`config.mk`:
```
export PLATFORM = sky130hd
export DESIGN_NAME = processor_control_unit_flat
export DESIGN_NICKNAME = d
export VERILOG_FILES = /design/src/rtl/cpu_pkg.sv /design/src/rtl/processor_control_unit_if.sv /design/src/rtl/reg_onehot_dec.sv /design/src/rtl/processor_control_unit.sv /design/src/flat_wrapper.sv
export SDC_FILE = /design/constraint.sdc
export NUM_CORES = 1
export LEC_CHECK = 0
export ABC_AREA = 1
export BUFFER_PORTS_ARGS = -buffer_cell sky130_fd_sc_hd__buf_2
export CORE_MARGIN = 1
export CORE_UTILIZATION = 40
export DETAILED_ROUTE_END_ITERATION = 16
export PLACE_DENSITY = 0.82
export SYNTH_ARGS = -nofsm -noshare
export SYNTH_HDL_FRONTEND = slang
export SYNTH_SLANG_ARGS = --single-unit
```
`constraint.sdc`:
```
create_clock -name clk -period 1.3 [get_ports clk]
set_input_delay 0 -clock clk [delete_from_list [all_inputs] [get_ports clk]]
set_output_delay 0 -clock clk [all_outputs]
set_load 0.005 [all_outputs]
```
`src/rtl/cpu_pkg.sv`:
```
// -----------------------------------------------------------------------------
// cpu_pkg
//  Shared definitions for the 16-bit processor control path.
//  - opcode_t : instruction opcodes held in ir[8:6]
//  - state_t  : control FSM timesteps T0..T3
//  - SEL_*    : bus_multiplexer select codes for the non-register sources.
//               bus_multiplexer uses the same constants.
// -----------------------------------------------------------------------------
package cpu_pkg;

  typedef enum logic [2:0] {
    OP_MV   = 3'b000,
    OP_MVI  = 3'b001,
    OP_ADD  = 3'b010,
    OP_SUB  = 3'b011,
    OP_MVNZ = 3'b100
  } opcode_t;

  typedef enum logic [1:0] {
    T0 = 2'd0,
    T1 = 2'd1,
    T2 = 2'd2,
    T3 = 2'd3
  } state_t;

  // Codes 0..7 select R0..R7 directly.
  localparam logic [3:0] SEL_DIN  = 4'd8;
  localparam logic [3:0] SEL_IDLE = 4'd9;
  localparam logic [3:0] SEL_G    = 4'd10;

endpackage

```
`src/rtl/processor_control_unit_if.sv`:
```
// -----------------------------------------------------------------------------
// processor_control_unit_if
//  Bundles the control unit's handshake and datapath-control signals.
//  Modports:
//   master : the control unit (drives ir/bus_sel/enables/status,
//            reads run/din/g_nz)
//   slave  : the datapath side (opposite directions)
//  Signals:
//   run, din[15:0], g_nz            -> into the control unit
//   ir[IR_W-1:0], bus_sel[3:0],
//   reg_in[NUM_REGS-1:0], a_in,
//   g_in, addsub, busy, done        -> out of the control unit
// -----------------------------------------------------------------------------
interface processor_control_unit_if #(
  parameter int NUM_REGS = 8,
  parameter int IR_W     = 9
);
  logic                run;
  logic [15:0]         din;
  logic                g_nz;
  logic [IR_W-1:0]     ir;
  logic [3:0]          bus_sel;
  logic [NUM_REGS-1:0] reg_in;
  logic                a_in;
  logic                g_in;
  logic                addsub;
  logic                busy;
  logic                done;

  modport master (
    input  run, din, g_nz,
    output ir, bus_sel, reg_in, a_in, g_in, addsub, busy, done
  );

  modport slave (
    output run, din, g_nz,
    input  ir, bus_sel, reg_in, a_in, g_in, addsub, busy, done
  );
endinterface

```
`src/rtl/reg_onehot_dec.sv`:
```
// -----------------------------------------------------------------------------
// reg_onehot_dec
//  Converts a register index plus write enable into the one-hot register-file
//  write-enable vector. All bits are low when the enable is low.
//  Ports:
//   i_idx    in  IDX_W     register index
//   i_en     in  1         write enable
//   o_onehot out NUM_REGS  one-hot write enable (zero when !i_en)
// -----------------------------------------------------------------------------
module reg_onehot_dec #(
  parameter int NUM_REGS = 8,
  parameter int IDX_W    = $clog2(NUM_REGS)
) (
  input  logic [IDX_W-1:0]    i_idx,
  input  logic                i_en,
  output logic [NUM_REGS-1:0] o_onehot
);

  always_comb begin
    o_onehot = '0;
    if (i_en) o_onehot[i_idx] = 1'b1;
  end

endmodule

```
`src/rtl/processor_control_unit.sv`:
```
// -----------------------------------------------------------------------------
// processor_control_unit
//  Control FSM for the 16-bit processor datapath. Fetches a 9-bit instruction
//  {op, rx, ry} from din when run is high in T0. It then sequences the bus
//  select, register write enables, A/G loads and add/sub control over 2 cycles
//  (mv/mvi/mvnz/illegal) or 4 cycles (add/sub).
//  Ports:
//   clk     in   1   rising-edge clock
//   resetn  in   1   asynchronous active-low reset
//   bus     master modport of processor_control_unit_if
//                    (run/din/g_nz in; ir/bus_sel/reg_in/a_in/g_in/addsub/
//                     busy/done out)
//  Only the state register and IR are flops; every other output is decoded
//  combinationally from {state, ir, run, g_nz}.
// -----------------------------------------------------------------------------
module processor_control_unit
  import cpu_pkg::*;
#(
  parameter int NUM_REGS = 8,
  parameter int IR_W     = 9
) (
  input  logic                     clk,
  input  logic                     resetn,
  processor_control_unit_if.master bus
);

  localparam logic [1:0] S_T0 = T0;
  localparam logic [1:0] S_T1 = T1;
  localparam logic [1:0] S_T2 = T2;
  localparam logic [1:0] S_T3 = T3;

  logic [1:0]          r_state;
  logic [1:0]          w_state_nxt;
  logic [IR_W-1:0]     r_ir;

  logic [2:0]          w_op;
  logic [2:0]          w_rx;
  logic [2:0]          w_ry;

  logic [3:0]          w_bus_sel;
  logic                w_wr_en;
  logic                w_a_in;
  logic                w_g_in;
  logic                w_addsub;
  logic                w_done;
  logic                w_ir_load;
  logic [NUM_REGS-1:0] w_reg_in;

  // Upper din bits carry no instruction information.
  logic                w_unused_din;
  assign w_unused_din = &{1'b0, bus.din[15:IR_W]};

  assign w_op = r_ir[8:6];
  assign w_rx = r_ir[5:3];
  assign w_ry = r_ir[2:0];

  always_ff @(posedge clk or negedge resetn) begin
    if (!resetn) begin
      r_state <= S_T0;
      r_ir    <= '0;
    end else begin
      r_state <= w_state_nxt;
      if (w_ir_load) r_ir <= bus.din[IR_W-1:0];
    end
  end

  always_comb begin
    w_state_nxt = S_T0;
    w_bus_sel   = SEL_IDLE;
    w_wr_en     = 1'b0;
    w_a_in      = 1'b0;
    w_g_in      = 1'b0;
    w_addsub    = 1'b0;
    w_done      = 1'b0;
    w_ir_load   = 1'b0;

    case (r_state)
      S_T0: begin
        // run is only looked at here, so it is ignored while busy.
        if (bus.run) begin
          w_ir_load   = 1'b1;
          w_state_nxt = S_T1;
        end else begin
          w_state_nxt = S_T0;
        end
      end

      S_T1: begin
        case (w_op)
          OP_MV: begin
            w_bus_sel = {1'b0, w_ry};
            w_wr_en   = 1'b1;
            w_done    = 1'b1;
          end
          OP_MVI: begin
            w_bus_sel = SEL_DIN;
            w_wr_en   = 1'b1;
            w_done    = 1'b1;
          end
          OP_MVNZ: begin
            // A failed condition still completes the instruction, with no write.
            if (bus.g_nz) begin
              w_bus_sel = {1'b0, w_ry};
              w_wr_en   = 1'b1;
            end
            w_done = 1'b1;
          end
          OP_ADD, OP_SUB: begin
            w_bus_sel   = {1'b0, w_rx};
            w_a_in      = 1'b1;
            w_state_nxt = S_T2;
          end
          default: begin
            // Illegal opcodes retire as a no-op.
            w_done = 1'b1;
          end
        endcase
      end

      S_T2: begin
        // Only add/sub reach T2; anything else falls back to T0 idle.
        if (w_op == OP_ADD || w_op == OP_SUB) begin
          w_bus_sel   = {1'b0, w_ry};
          w_g_in      = 1'b1;
          w_addsub    = (w_op == OP_SUB);
          w_state_nxt = S_T3;
        end
      end

      S_T3: begin
        w_bus_sel = SEL_G;
        w_wr_en   = 1'b1;
        w_done    = 1'b1;
      end

      default: begin
        w_state_nxt = S_T0;
      end
    endcase
  end

  // Every register write targets rx, so the decoder index is fixed.
  reg_onehot_dec #(
    .NUM_REGS (NUM_REGS)
  ) u_reg_dec (
    .i_idx    (w_rx),
    .i_en     (w_wr_en),
    .o_onehot (w_reg_in)
  );

  assign bus.ir      = r_ir;
  assign bus.bus_sel = w_bus_sel;
  assign bus.reg_in  = w_reg_in;
  assign bus.a_in    = w_a_in;
  assign bus.g_in    = w_g_in;
  assign bus.addsub  = w_addsub;
  assign bus.done    = w_done;
  assign bus.busy    = (r_state != S_T0);

endmodule
```
`src/flat_wrapper.sv`:
```
// flat-port wrapper written by rule: the top's interface ports become plain ports
module processor_control_unit_flat import cpu_pkg::*;
#(
  parameter int NUM_REGS = 8,
  parameter int IR_W     = 9
)
  (clk, resetn, bus_run, bus_din, bus_g_nz, bus_ir, bus_bus_sel, bus_reg_in, bus_a_in, bus_g_in, bus_addsub, bus_busy, bus_done);
  processor_control_unit_if #(.NUM_REGS(NUM_REGS), .IR_W(IR_W)) bus_i ();
  input  logic clk;
  input  logic resetn;
  input wire logic [$bits(bus_i.run)-1:0] bus_run;
  input wire logic [$bits(bus_i.din)-1:0] bus_din;
  input wire logic [$bits(bus_i.g_nz)-1:0] bus_g_nz;
  output wire logic [$bits(bus_i.ir)-1:0] bus_ir;
  output wire logic [$bits(bus_i.bus_sel)-1:0] bus_bus_sel;
  output wire logic [$bits(bus_i.reg_in)-1:0] bus_reg_in;
  output wire logic [$bits(bus_i.a_in)-1:0] bus_a_in;
  output wire logic [$bits(bus_i.g_in)-1:0] bus_g_in;
  output wire logic [$bits(bus_i.addsub)-1:0] bus_addsub;
  output wire logic [$bits(bus_i.busy)-1:0] bus_busy;
  output wire logic [$bits(bus_i.done)-1:0] bus_done;
  assign bus_i.run = bus_run;
  assign bus_i.din = bus_din;
  assign bus_i.g_nz = bus_g_nz;
  assign bus_ir = bus_i.ir;
  assign bus_bus_sel = bus_i.bus_sel;
  assign bus_reg_in = bus_i.reg_in;
  assign bus_a_in = bus_i.a_in;
  assign bus_g_in = bus_i.g_in;
  assign bus_addsub = bus_i.addsub;
  assign bus_busy = bus_i.busy;
  assign bus_done = bus_i.done;
  processor_control_unit #(.NUM_REGS(NUM_REGS), .IR_W(IR_W)) u_core (.clk(clk), .resetn(resetn), .bus(bus_i));
endmodule
```
==> results of run 1 <==
[logic make-up (layout without fill, tap and decap cells)]
group | after synthesis | after routing
simple gates | 65 | 65
compound gates | 13 | 13
flops | 11 | 11
buf+inv | 15 | 73
[routing by layer]
metal  track usage, %  up-vias
met3            2.500        2
met5                0        -
met1            29.71      404
met2            39.40       29
li1                 -      449
met4            4.375        0
[Yosys cell counts (all sizes together)]
cell	number	area (um2)
nand2	25	96.35
nor2	23	106.4
nand3	16	80.08
inv	14	52.55
dfrtp	11	275.3
a21oi	8	40.04
o21ai	5	25.02
buf	1	11.26
nand4	1	6.260
[per-stage QoR]
step / instances / worst slack [ns]
after global placement: 158 / 0.1686
after global routing: 178 / -0.1394
final: 178 / -0.06781
after detailed placement: 158 / 0.1295
after floorplan: 104 / 0.2534
after CTS: 177 / -0.01765
[power by group through the flow]
stage          clock (mW)  sequential [mW]  combinational (mW)
6_report            0.226            0.768                1.33
5_1_grt             0.246            0.790                1.48
4_1_cts             0.228            0.769                1.20
3_5_place_dp            0            0.770                1.01
3_3_place_gp            0            0.762               0.983
2_1_floorplan           0            0.730               0.630
[worst max-delay path, stage by stage, from the launching register on]
cell and delay [ns]:
dfrtp_2 0.45, nor2_4 0.22, nand3_4 0.13, nand2_2 0.08
nand2_1 0.05, nand2_1 0.06, buf_2 0.12
[registers in the layout (all words and copies together) (netlist names)]
register and flops:
u_core.bus.ir 9, u_core.r_state 2
[worst max-delay path by stage]
stage | start | end | slack, ns | cells past startpoint
floorplan | u_core.bus.ir[7] | bus_reg_in[0] | 0.25 | 5
global placement | u_core.bus.ir[7] | bus_bus_sel[2] | 0.17 | 7
detailed placement | u_core.bus.ir[7] | bus_bus_sel[2] | 0.13 | 7
CTS | u_core.bus.ir[7] | bus_bus_sel[2] | -0.02 | 7
global route | u_core.bus.ir[8] | bus_bus_sel[2] | -0.14 | 6
finish | u_core.bus.ir[8] | bus_bus_sel[2] | -0.07 | 6
[cell type report]
class                           instances  area [um2]
Clock buffer                            4       26.28
Fill cell                             126       426.7
Inverter                               14       52.55
Multi-Input combinational cell         78       414.1
Sequential cell                        11       279.0
Tap cell                               16       20.02
Timing Repair Buffer                   55       340.3
[repair_timing]
item / in CTS / in global routing
buffers inserted: 6 / 1
pin swaps: 7 / 4
endpoints found under the setup margin: 14 / 15
hold buffers: 9 / 0
resized for setup: 14 / 9
hold endpoints to repair: 19 / 0
==> results.txt, run 1 <==
----------------------------------------------------
[Power]
  Total power ... 2.320 mW
  Net switching component of the power ... 1.116 mW
  Static leakage power ... 0.6280 nW
  Register share of total power ... 33.1%
  Portion of total power attributed to combinational logic ... 57.2%
  Clk network pwr share ... 9.7%
  Internal power ... 1.204 mW
  Worst VDD drop ... 1408 uV
  Power density over the cells ... 2049 mW/mm2
  Sw frac ... 48.10%

[CTS]
  Bufs on Longest Clock Path ... 2
  Clock latency on the worst-skew pair ... 0.27 ns
  TritonCTS clock tree ... done
  Clock root buffer ... clkbuf_4
  Number of H-tree levels ... 1
  Total number of clock tree sinks ... 11
  Clock-pin slew on the worst setup and hold paths ... 0.06 ns
  Clock buffers created by TritonCTS ... 3

[Critical path]
  Required time at the endpoint of the critical path ... 1.30 ns
  R2r setup slk ... 0.11 ns
  Critical Path Fanout Max ... 6
  Element type at the critical path end ... primary output
  Nature of the critical path startpoint ... flip-flop
  Worst Reg-to-Reg Cells ... 5
  End of the worst register-to-register path ... u_core.bus.ir[8]
  Startpoint of the most critical register-to-register path ... u_core.r_state[0]
  Setup Crit Path Kind ... flip-flop to primary output
  Worst path arrival time ... 1.37 ns

[Yosys]
  Synthesized netlist cell count ... 104
  Parity-gate share of the synthesized area counting xor and xnor cells ... 0%
  Post-synthesis share of cell area spent on full adders, half adders and majority gates ... 0%
  Post-Synthesis Mean Instance Area ... 6.665 um2
  Net count after synthesis ... 124
  Syn Std Cell Area ... 693.2 um2
  Mux cell area share after synthesis ... 0%
  Number of register bits inferred by synthesis ... 11
  Share of the synthesized area in compound gates (AO/OA/AOI/OAI) ... 9.386%
  Yosys synthesis warning count ... 0
  Post-Synth Simple-Gate Area ... 41.70%
  Sequential cell area fraction in the yosys report ... 39.71%
  Dominant combinational cell family by area after synthesis ... simple AND/OR/NAND/NOR gates
  Number of distinct library cell variants in the gate-level netlist after synthesis ... 13

[Placement]
  Final RePlAce weighted congestion ... 0.8747
  Cell area reported after detailed placement ... 899.6 um2
  Half-perimeter wire length after placement ... 1.329 mm
  # port buffers ... 38

[Floorplanning]
  Vertical die dimension ... 43.63 um
  I/O pin count ... 46
  Initial core utilization ... 44.46%
  # rows ... 14
  Die width ... 43.63 um
  Die Outline Area ... 0.001904 mm2
  Core region area ... 0.001559 mm2

[Route]
  Total length of routed met3 wires ... 94 um
  Post-route met1 wirelength ... 840 um
  Uppermost metal layer occupied by signal nets ... met4
  Violation count after the first detailed-route iteration ... 23
  Antenna viol nets, final ... 0
  Count of vias placed by the detailed router ... 884
  Via-to-Cell Ratio ... 4.966
  DRC errors left ... 2
  Per-cell routed wire length ... 11.59 um
  TritonRoute pass-1 iters ... 10
  Met2 routed WL ... 1.115 mm
  Sum of routed wire length over all layers ... 2.063 mm

[Global route]
  Grt total ovfl ... 0
  GRT Overall Usage ... 22.41%
  Pin count of the biggest net entering global routing ... 17
  Number of antenna violations at the first check in global routing ... 0
  Global-route wire length before repair ... 3.291 mm
  Via count of the first global-routing pass ... 765

[Worst hold path]
  End of the worst hold path ... u_core.bus.ir[8]
  Hold_sp ... bus_din[8]
  Class of the tightest hold or removal check ... input port to flip-flop
  Worst hold path cell count ... 3

[STA]
  Max frequency ... 731.1 MHz
  Post-route fraction of the period consumed by the critical path ... 105.2%
  Worst setup slack after layout ... -0.06781 ns
  Fin Hold WS ... -0.002185 ns
  Final number of hold-violating endpoints ... 1
  Number of max-slew violations in the final report ... 0
  Max-slew headroom at the worst pin ... 81.98%
  Setup-failing EPs final ... 9
  Final setup skew ... 0.01389 ns
  Setup repair after global routing missed its margin ... yes
  Worst Max-Slew Pin Slew ... 0.2702 ns
  Minimum clock period ... 1.368 ns
  Final setup TNS ... -0.1775 ns

[Cells and area]
  Final instance area ... 0.001132 mm2
  Post-layout nets ... 183
  Share of layout cells above drive strength 1 ... 44.44%
  Commonest cells after routing, fill and taps aside ... 38 x buf_2, 21 x nand2_1, 15 x nor2_1
  Post-synthesis to final-layout area growth ... 63.36%
  Final Core Density ... 72.63%
  Most frequent standard cell in the layout excluding fill and tap cells ... buf_2
  Diodes inserted ... 0

[Status]
  Outcome ... complete, but fails checks
  Violated checks ... DRC, hold timing, setup timing

[Flow run]
  Maxcap violations ... 0

----------------------------------------------------
Note: power is estimated with default switching activity, not from simulation.
==> inputs of run 2 (changes only) <==
--- a/config.mk
+++ b/config.mk
@@ -7,6 +7,7 @@
 export LEC_CHECK = 0
 export ABC_AREA = 1
 export BUFFER_PORTS_ARGS = -buffer_cell sky130_fd_sc_hd__buf_2
+export CORE_ASPECT_RATIO = 1.2
 export CORE_MARGIN = 1
 export CORE_UTILIZATION = 40
 export DETAILED_ROUTE_END_ITERATION = 16
==> results.txt, run 2 (synthesis gave the netlist of run 1 again) <==
----------------------------------------------------
[Cells and area]
  Commonest cells after routing, fill and taps aside ... 38 x buf_2, 22 x nand2_1, 16 x nor2_1
  Post-synthesis to final-layout area growth ... 63.36%
  Diodes inserted ... 0
  Max FFs per register ... 9
  Most frequent standard cell in the layout excluding fill and tap cells ... buf_2
  Fill cells ... 119
  Share of layout cells above drive strength 1 ... 42.33%
  Post-layout nets ... 184

[STA]
  Minimum clock period ... 1.384 ns
  Final number of hold-violating endpoints ... 0
  Setup-failing EPs final ... 12
  Number of max-slew violations in the final report ... 0
  Worst setup slack after layout ... -0.08350 ns
  Final setup skew ... 0.003297 ns
  Post-route fraction of the period consumed by the critical path ... 106.4%
  Setup repair after global routing missed its margin ... yes
  Fin Hold WS ... 0.1196 ns
  Max frequency ... 722.8 MHz
  Max-slew headroom at the worst pin ... 82.77%
  Worst Max-Slew Pin Slew ... 0.2576 ns

[Critical path]
  R2r setup slk ... 0.13 ns
  CP cell instances ... nor2_2 -> nand3_2 -> nand2_2 -> nand2_4 -> nor2_1 -> buf_2
  Setup Crit Path Kind ... flip-flop to primary output
  Crit path from ... u_core.bus.ir[7]
  Nature of the critical path startpoint ... flip-flop
  Required time at the endpoint of the critical path ... 1.30 ns
  Critical path capture point ... bus_reg_in[7]
  Delay of the slowest cell on the worst path ... 0.44 ns
  Startpoint of the most critical register-to-register path ... u_core.r_state[1]
  Element type at the critical path end ... primary output
  Worst path arrival time ... 1.38 ns
  End of the worst register-to-register path ... u_core.bus.ir[8]
  Critical-path top delay cell ... dfrtp_2
  Worst Reg-to-Reg Cells ... 4
  Critical Path Fanout Max ... 8

[Global route]
  Pin count of the biggest net entering global routing ... 17
  Grt total ovfl ... 0
  GRT Overall Usage ... 23.05%
  Number of antenna violations at the first check in global routing ... 0
  Global-route wire length before repair ... 2.842 mm
  Via count of the first global-routing pass ... 733

[Power]
  Net switching component of the power ... 1.104 mW
  Worst VDD drop ... 1054 uV
  Portion of total power attributed to combinational logic ... 55.6%
  Register share of total power ... 34.3%
  Internal power ... 1.214 mW
  Static leakage power ... 0.6277 nW
  Clk network pwr share ... 10.2%
  Power density over the cells ... 2046 mW/mm2
  Sw frac ... 47.63%

[Route]
  Per-cell routed wire length ... 11.30 um
  Violation count after the first detailed-route iteration ... 11
  Sum of routed wire length over all layers ... 2.045 mm
  DRC errors left ... 0
  TritonRoute pass-1 iters ... 4
  Via-to-Cell Ratio ... 4.779
  Count of vias placed by the detailed router ... 865
  Antenna viol nets, final ... 0

[Placement]
  # port buffers ... 38
  Post-Place Setup Slack ... 0.1292 ns
  Final RePlAce weighted congestion ... 0.7544
  Half-perimeter wire length after placement ... 1.357 mm

[CTS]
  Number of H-tree levels ... 1
  Total number of clock tree sinks ... 11
  Clock-pin slew on the worst setup and hold paths ... 0.07 ns
  Bufs on Longest Clock Path ... 2
  Clock latency on the worst-skew pair ... 0.27 ns
  TritonCTS clock tree ... done
  Clock buffers created by TritonCTS ... 3
  Clock root buffer ... clkbuf_4

[Status]
  Violated checks ... setup timing
  Outcome ... complete, but fails checks

[Floorplanning]
  I/O pin count ... 46
  Core region area ... 0.001622 mm2
  # rows ... 16
  Die Outline Area ... 0.001904 mm2
  Initial core utilization ... 42.75%
  Vertical die dimension ... 47.60 um
  Die width ... 40 um

[Worst hold path]
  Class of the tightest hold or removal check ... input port to asynchronous set/reset pin

[Flow run]
  Maxcap violations ... 0

----------------------------------------------------
-- run 2: area by class of cell --
cell class	instances	area (um2)	share of cell area [%]
clock buffers	4	26.28	2.320
repair buffers	56	356.6	31.49
multi-input cells	78	394.1	34.81
well taps	18	22.52	1.989
inverters	14	52.55	4.641
flip-flops and latches	11	280.3	24.75
-- run 2: power by group through the flow --
stage / logic [mW] / registers, mW / clock network (mW)
after floorplan: 0.630 / 0.730 / 0
final: 1.29 / 0.795 / 0.235
after global placement: 0.984 / 0.758 / 0
after global routing: 1.43 / 0.817 / 0.259
after CTS: 1.16 / 0.778 / 0.244
after detailed placement: 1.02 / 0.764 / 0
-- run 2: metal layers --
layer,part of all wire (%),track usage (%),wire length (um),vias to the layer above
met4,1.2,12.41,24,0
met3,2.4,2.791,50,4
met2,54,41.29,1109,19
met1,42,25.97,860,390
met5,0,0,0,-
li1,-,-,-,452
-- run 2: worst min path at each step --
stage,startpoint,end,slack (ns),cells past startpoint
global placement,resetn,u_core.bus.ir[1],-0.13,1
CTS,resetn,u_core.bus.ir[1],0.12,2
global route,resetn,u_core.r_state[0],0.15,2
finish,resetn,u_core.r_state[0],0.12,2
floorplan,resetn,u_core.bus.ir[0],-0.30,0
detailed placement,resetn,u_core.bus.ir[1],-0.12,1
-- run 2: worst max-delay path: cells and delay by family, from the launching register on --
kind	cells	cell delay (ns)
buf+inv	1	0.12
simple gates	5	0.55
flops	1	0.44
-- run 2: per-stage QoR --
step / util (%) / power (mW) / setup TNS (ns) / instances / area, um2
floorplan: - / 1.360 / 0 / 104 / 693.2
global placement: 55.63 / 1.742 / 0 / 160 / 902.1
detailed placement: 55.63 / 1.780 / 0 / 160 / 902.1
CTS: 67.36 / 2.181 / -0.7293 / 179 / 1092
global route: 69.83 / 2.511 / -1.436 / 181 / 1132
finish: 69.83 / 2.317 / -0.6066 / 181 / 1132
-- run 2: timing repair --
action,4_1_cts,5_1_grt
cloned,0,0
hold buffers,11,0
gates resized for setup,11,9
setup buffers,4,2
endpoints found under the setup margin,14,16
endpoints found under the hold margin,20,0
pin swaps,5,3
==> inputs of run 3 (changes only) <==
--- a/config.mk
+++ b/config.mk
@@ -12,6 +12,7 @@
 export CORE_UTILIZATION = 40
 export DETAILED_ROUTE_END_ITERATION = 16
 export PLACE_DENSITY = 0.82
+export RECOVER_POWER = 25
 export SYNTH_ARGS = -nofsm -noshare
 export SYNTH_HDL_FRONTEND = slang
 export SYNTH_SLANG_ARGS = --single-unit
==> results.txt, run 3 (synthesis gave the netlist of run 1 again) <==
----------------------------------------------------
[Status]
  Outcome ... complete, but fails checks
  Violated checks ... setup timing

[STA]
  Post-route fraction of the period consumed by the critical path ... 106.5%
  Max frequency ... 722.6 MHz
  Setup repair after global routing missed its margin ... yes
  Final setup skew ... 0.003015 ns
  Max-slew headroom at the worst pin ... 61.21%
  Fin Hold WS ... 0.2335 ns
  Setup-failing EPs final ... 12
  Number of max-slew violations in the final report ... 0
  Final setup TNS ... -0.6116 ns
  Worst Max-Slew Pin Slew ... 0.5818 ns
  Worst setup slack after layout ... -0.08393 ns
  Minimum clock period ... 1.384 ns
  Final number of hold-violating endpoints ... 0

[Floorplanning]
  Die width ... 40 um
  Initial core utilization ... 42.75%
  # rows ... 16
  Core region area ... 0.001622 mm2
  Vertical die dimension ... 47.60 um
  Die Outline Area ... 0.001904 mm2
  I/O pin count ... 46

[Critical path]
  Critical Path Fanout Max ... 8
  Element type at the critical path end ... primary output
  Largest delay contributor family on the critical path ... simple AND/OR/NAND/NOR gates
  Setup Crit Path Kind ... flip-flop to primary output
  Delay of the slowest cell on the worst path ... 0.44 ns
  CP cell instances ... nor2_2 -> nand3_2 -> nand2_2 -> nand2_4 -> nor2_1 -> buf_2
  Worst path buffer plus inverter count ... 1
  Worst path arrival time ... 1.38 ns
  Nature of the critical path startpoint ... flip-flop
  Required time at the endpoint of the critical path ... 1.30 ns
  Critical-path top delay cell ... dfrtp_2

[Placement]
  # port buffers ... 38
  Final RePlAce weighted congestion ... 0.7544
  Cell area reported after detailed placement ... 902.1 um2
  Half-perimeter wire length after placement ... 1.357 mm

[Cells and area]
  Share of layout cells above drive strength 1 ... 41.72%
  Final Core Density ... 69.75%
  Post-synthesis to final-layout area growth ... 63.18%
  Most frequent standard cell in the layout excluding fill and tap cells ... buf_2
  Final instance area ... 0.001131 mm2
  Post-layout nets ... 184
  Commonest cells after routing, fill and taps aside ... 37 x buf_2, 22 x nand2_1, 16 x nor2_1
  Max FFs per register ... 9
  Diodes inserted ... 0

[Global route]
  GRT Overall Usage ... 23.05%
  Grt total ovfl ... 0
  Pin count of the biggest net entering global routing ... 17
  Global-route wire length before repair ... 2.842 mm
  Number of antenna violations at the first check in global routing ... 0
  Via count of the first global-routing pass ... 733

[CTS]
  Number of H-tree levels ... 1
  Clock-pin slew on the worst setup and hold paths ... 0.07 ns
  Clock latency on the worst-skew pair ... 0.27 ns
  Total number of clock tree sinks ... 11
  Clock root buffer ... clkbuf_4
  Clock buffers created by TritonCTS ... 3
  TritonCTS clock tree ... done
  Bufs on Longest Clock Path ... 2

[Route]
  Antenna viol nets, final ... 0
  TritonRoute pass-1 iters ... 4
  Via-to-Cell Ratio ... 4.785
  Sum of routed wire length over all layers ... 2.042 mm
  Count of vias placed by the detailed router ... 866
  Violation count after the first detailed-route iteration ... 10
  Per-cell routed wire length ... 11.28 um
  DRC errors left ... 0

[Worst hold path]
  Class of the tightest hold or removal check ... input port to asynchronous set/reset pin

[Power]
  Power density over the cells ... 2048 mW/mm2
  Worst VDD drop ... 1053 uV
  Static leakage power ... 0.6249 nW

[Flow run]
  Maxcap violations ... 0

----------------------------------------------------
## run 3: cell types whose count changed in the layout (fill, tap and decap cells not counted), sizes merged
cell    delta
clkbuf     +1
buf        -1
## run 3: what timing repair did
item / in CTS / in global routing
setup buffers: 4 / 2
hold buffers: 11 / 0
pin swaps: 5 / 3
hold endpoints to repair: 20 / 0
endpoints found under the setup margin: 14 / 16
gates resized for setup: 11 / 9
## run 3: cell type report
cell class / instances / area (um2)
Tap cell: 18 / 22.52
Sequential cell: 11 / 280.3
Inverter: 14 / 52.55
Clock buffer: 4 / 26.28
Fill cell: 120 / 490.5
Multi-Input combinational cell: 78 / 394.1
Timing Repair Buffer: 56 / 355.3
## run 3: path summary, 6_finish.rpt
kind | startpoint | end | slack [ns] | depth (start not counted)
min in group clk | bus_g_nz | bus_bus_sel[1] | 0.49 | 6
max | u_core.bus.ir[7] | bus_reg_in[7] | -0.08 | 6
max reg2reg | u_core.r_state[1] | u_core.bus.ir[8] | 0.14 | 4
min | resetn | u_core.bus.ir[1] | 0.23 | 2
min reg2reg | u_core.bus.ir[2] | u_core.bus.ir[2] | 0.51 | 2
max in group asynchronous | resetn | u_core.bus.ir[7] | 0.65 | 2
## run 3: metrics by stage
stage          total power [mW]  setup WS [ns]  cells
5_1_grt                   2.511        -0.1431    181
6_report                  2.317       -0.08393    181
2_1_floorplan             1.360         0.2534    104
3_5_place_dp              1.780         0.1292    160
3_3_place_gp              1.742         0.1633    160
4_1_cts                   2.181       -0.07548    179
## run 3: power by group
part,internal (mW),switching [mW],leakage (nW)
Combinational,0.580,0.707,0.485
Sequential,0.514,0.280,0.124
Clock,0.119,0.117,0.0150
Total,1.21,1.10,0.625
## run 3: worst reg2reg max path: cells and delay by family (launching register included)
| family | cells | cell delay, ns |
|---|---|---|
| AOI/OAI and AO/OA | 1 | 0.05 |
| and+or+nand+nor | 3 | 0.50 |
| DFF | 1 | 0.49 |
## run 3: metal layers
metal	GRT usage, %	vias up	part of all wire (%)	routed length (um)
li1	-	452	-	-
met1	25.97	391	42	858
met2	41.29	19	54	1109
met3	2.791	4	2.4	50
met4	12.41	0	1.2	24
met5	0	-	0	0
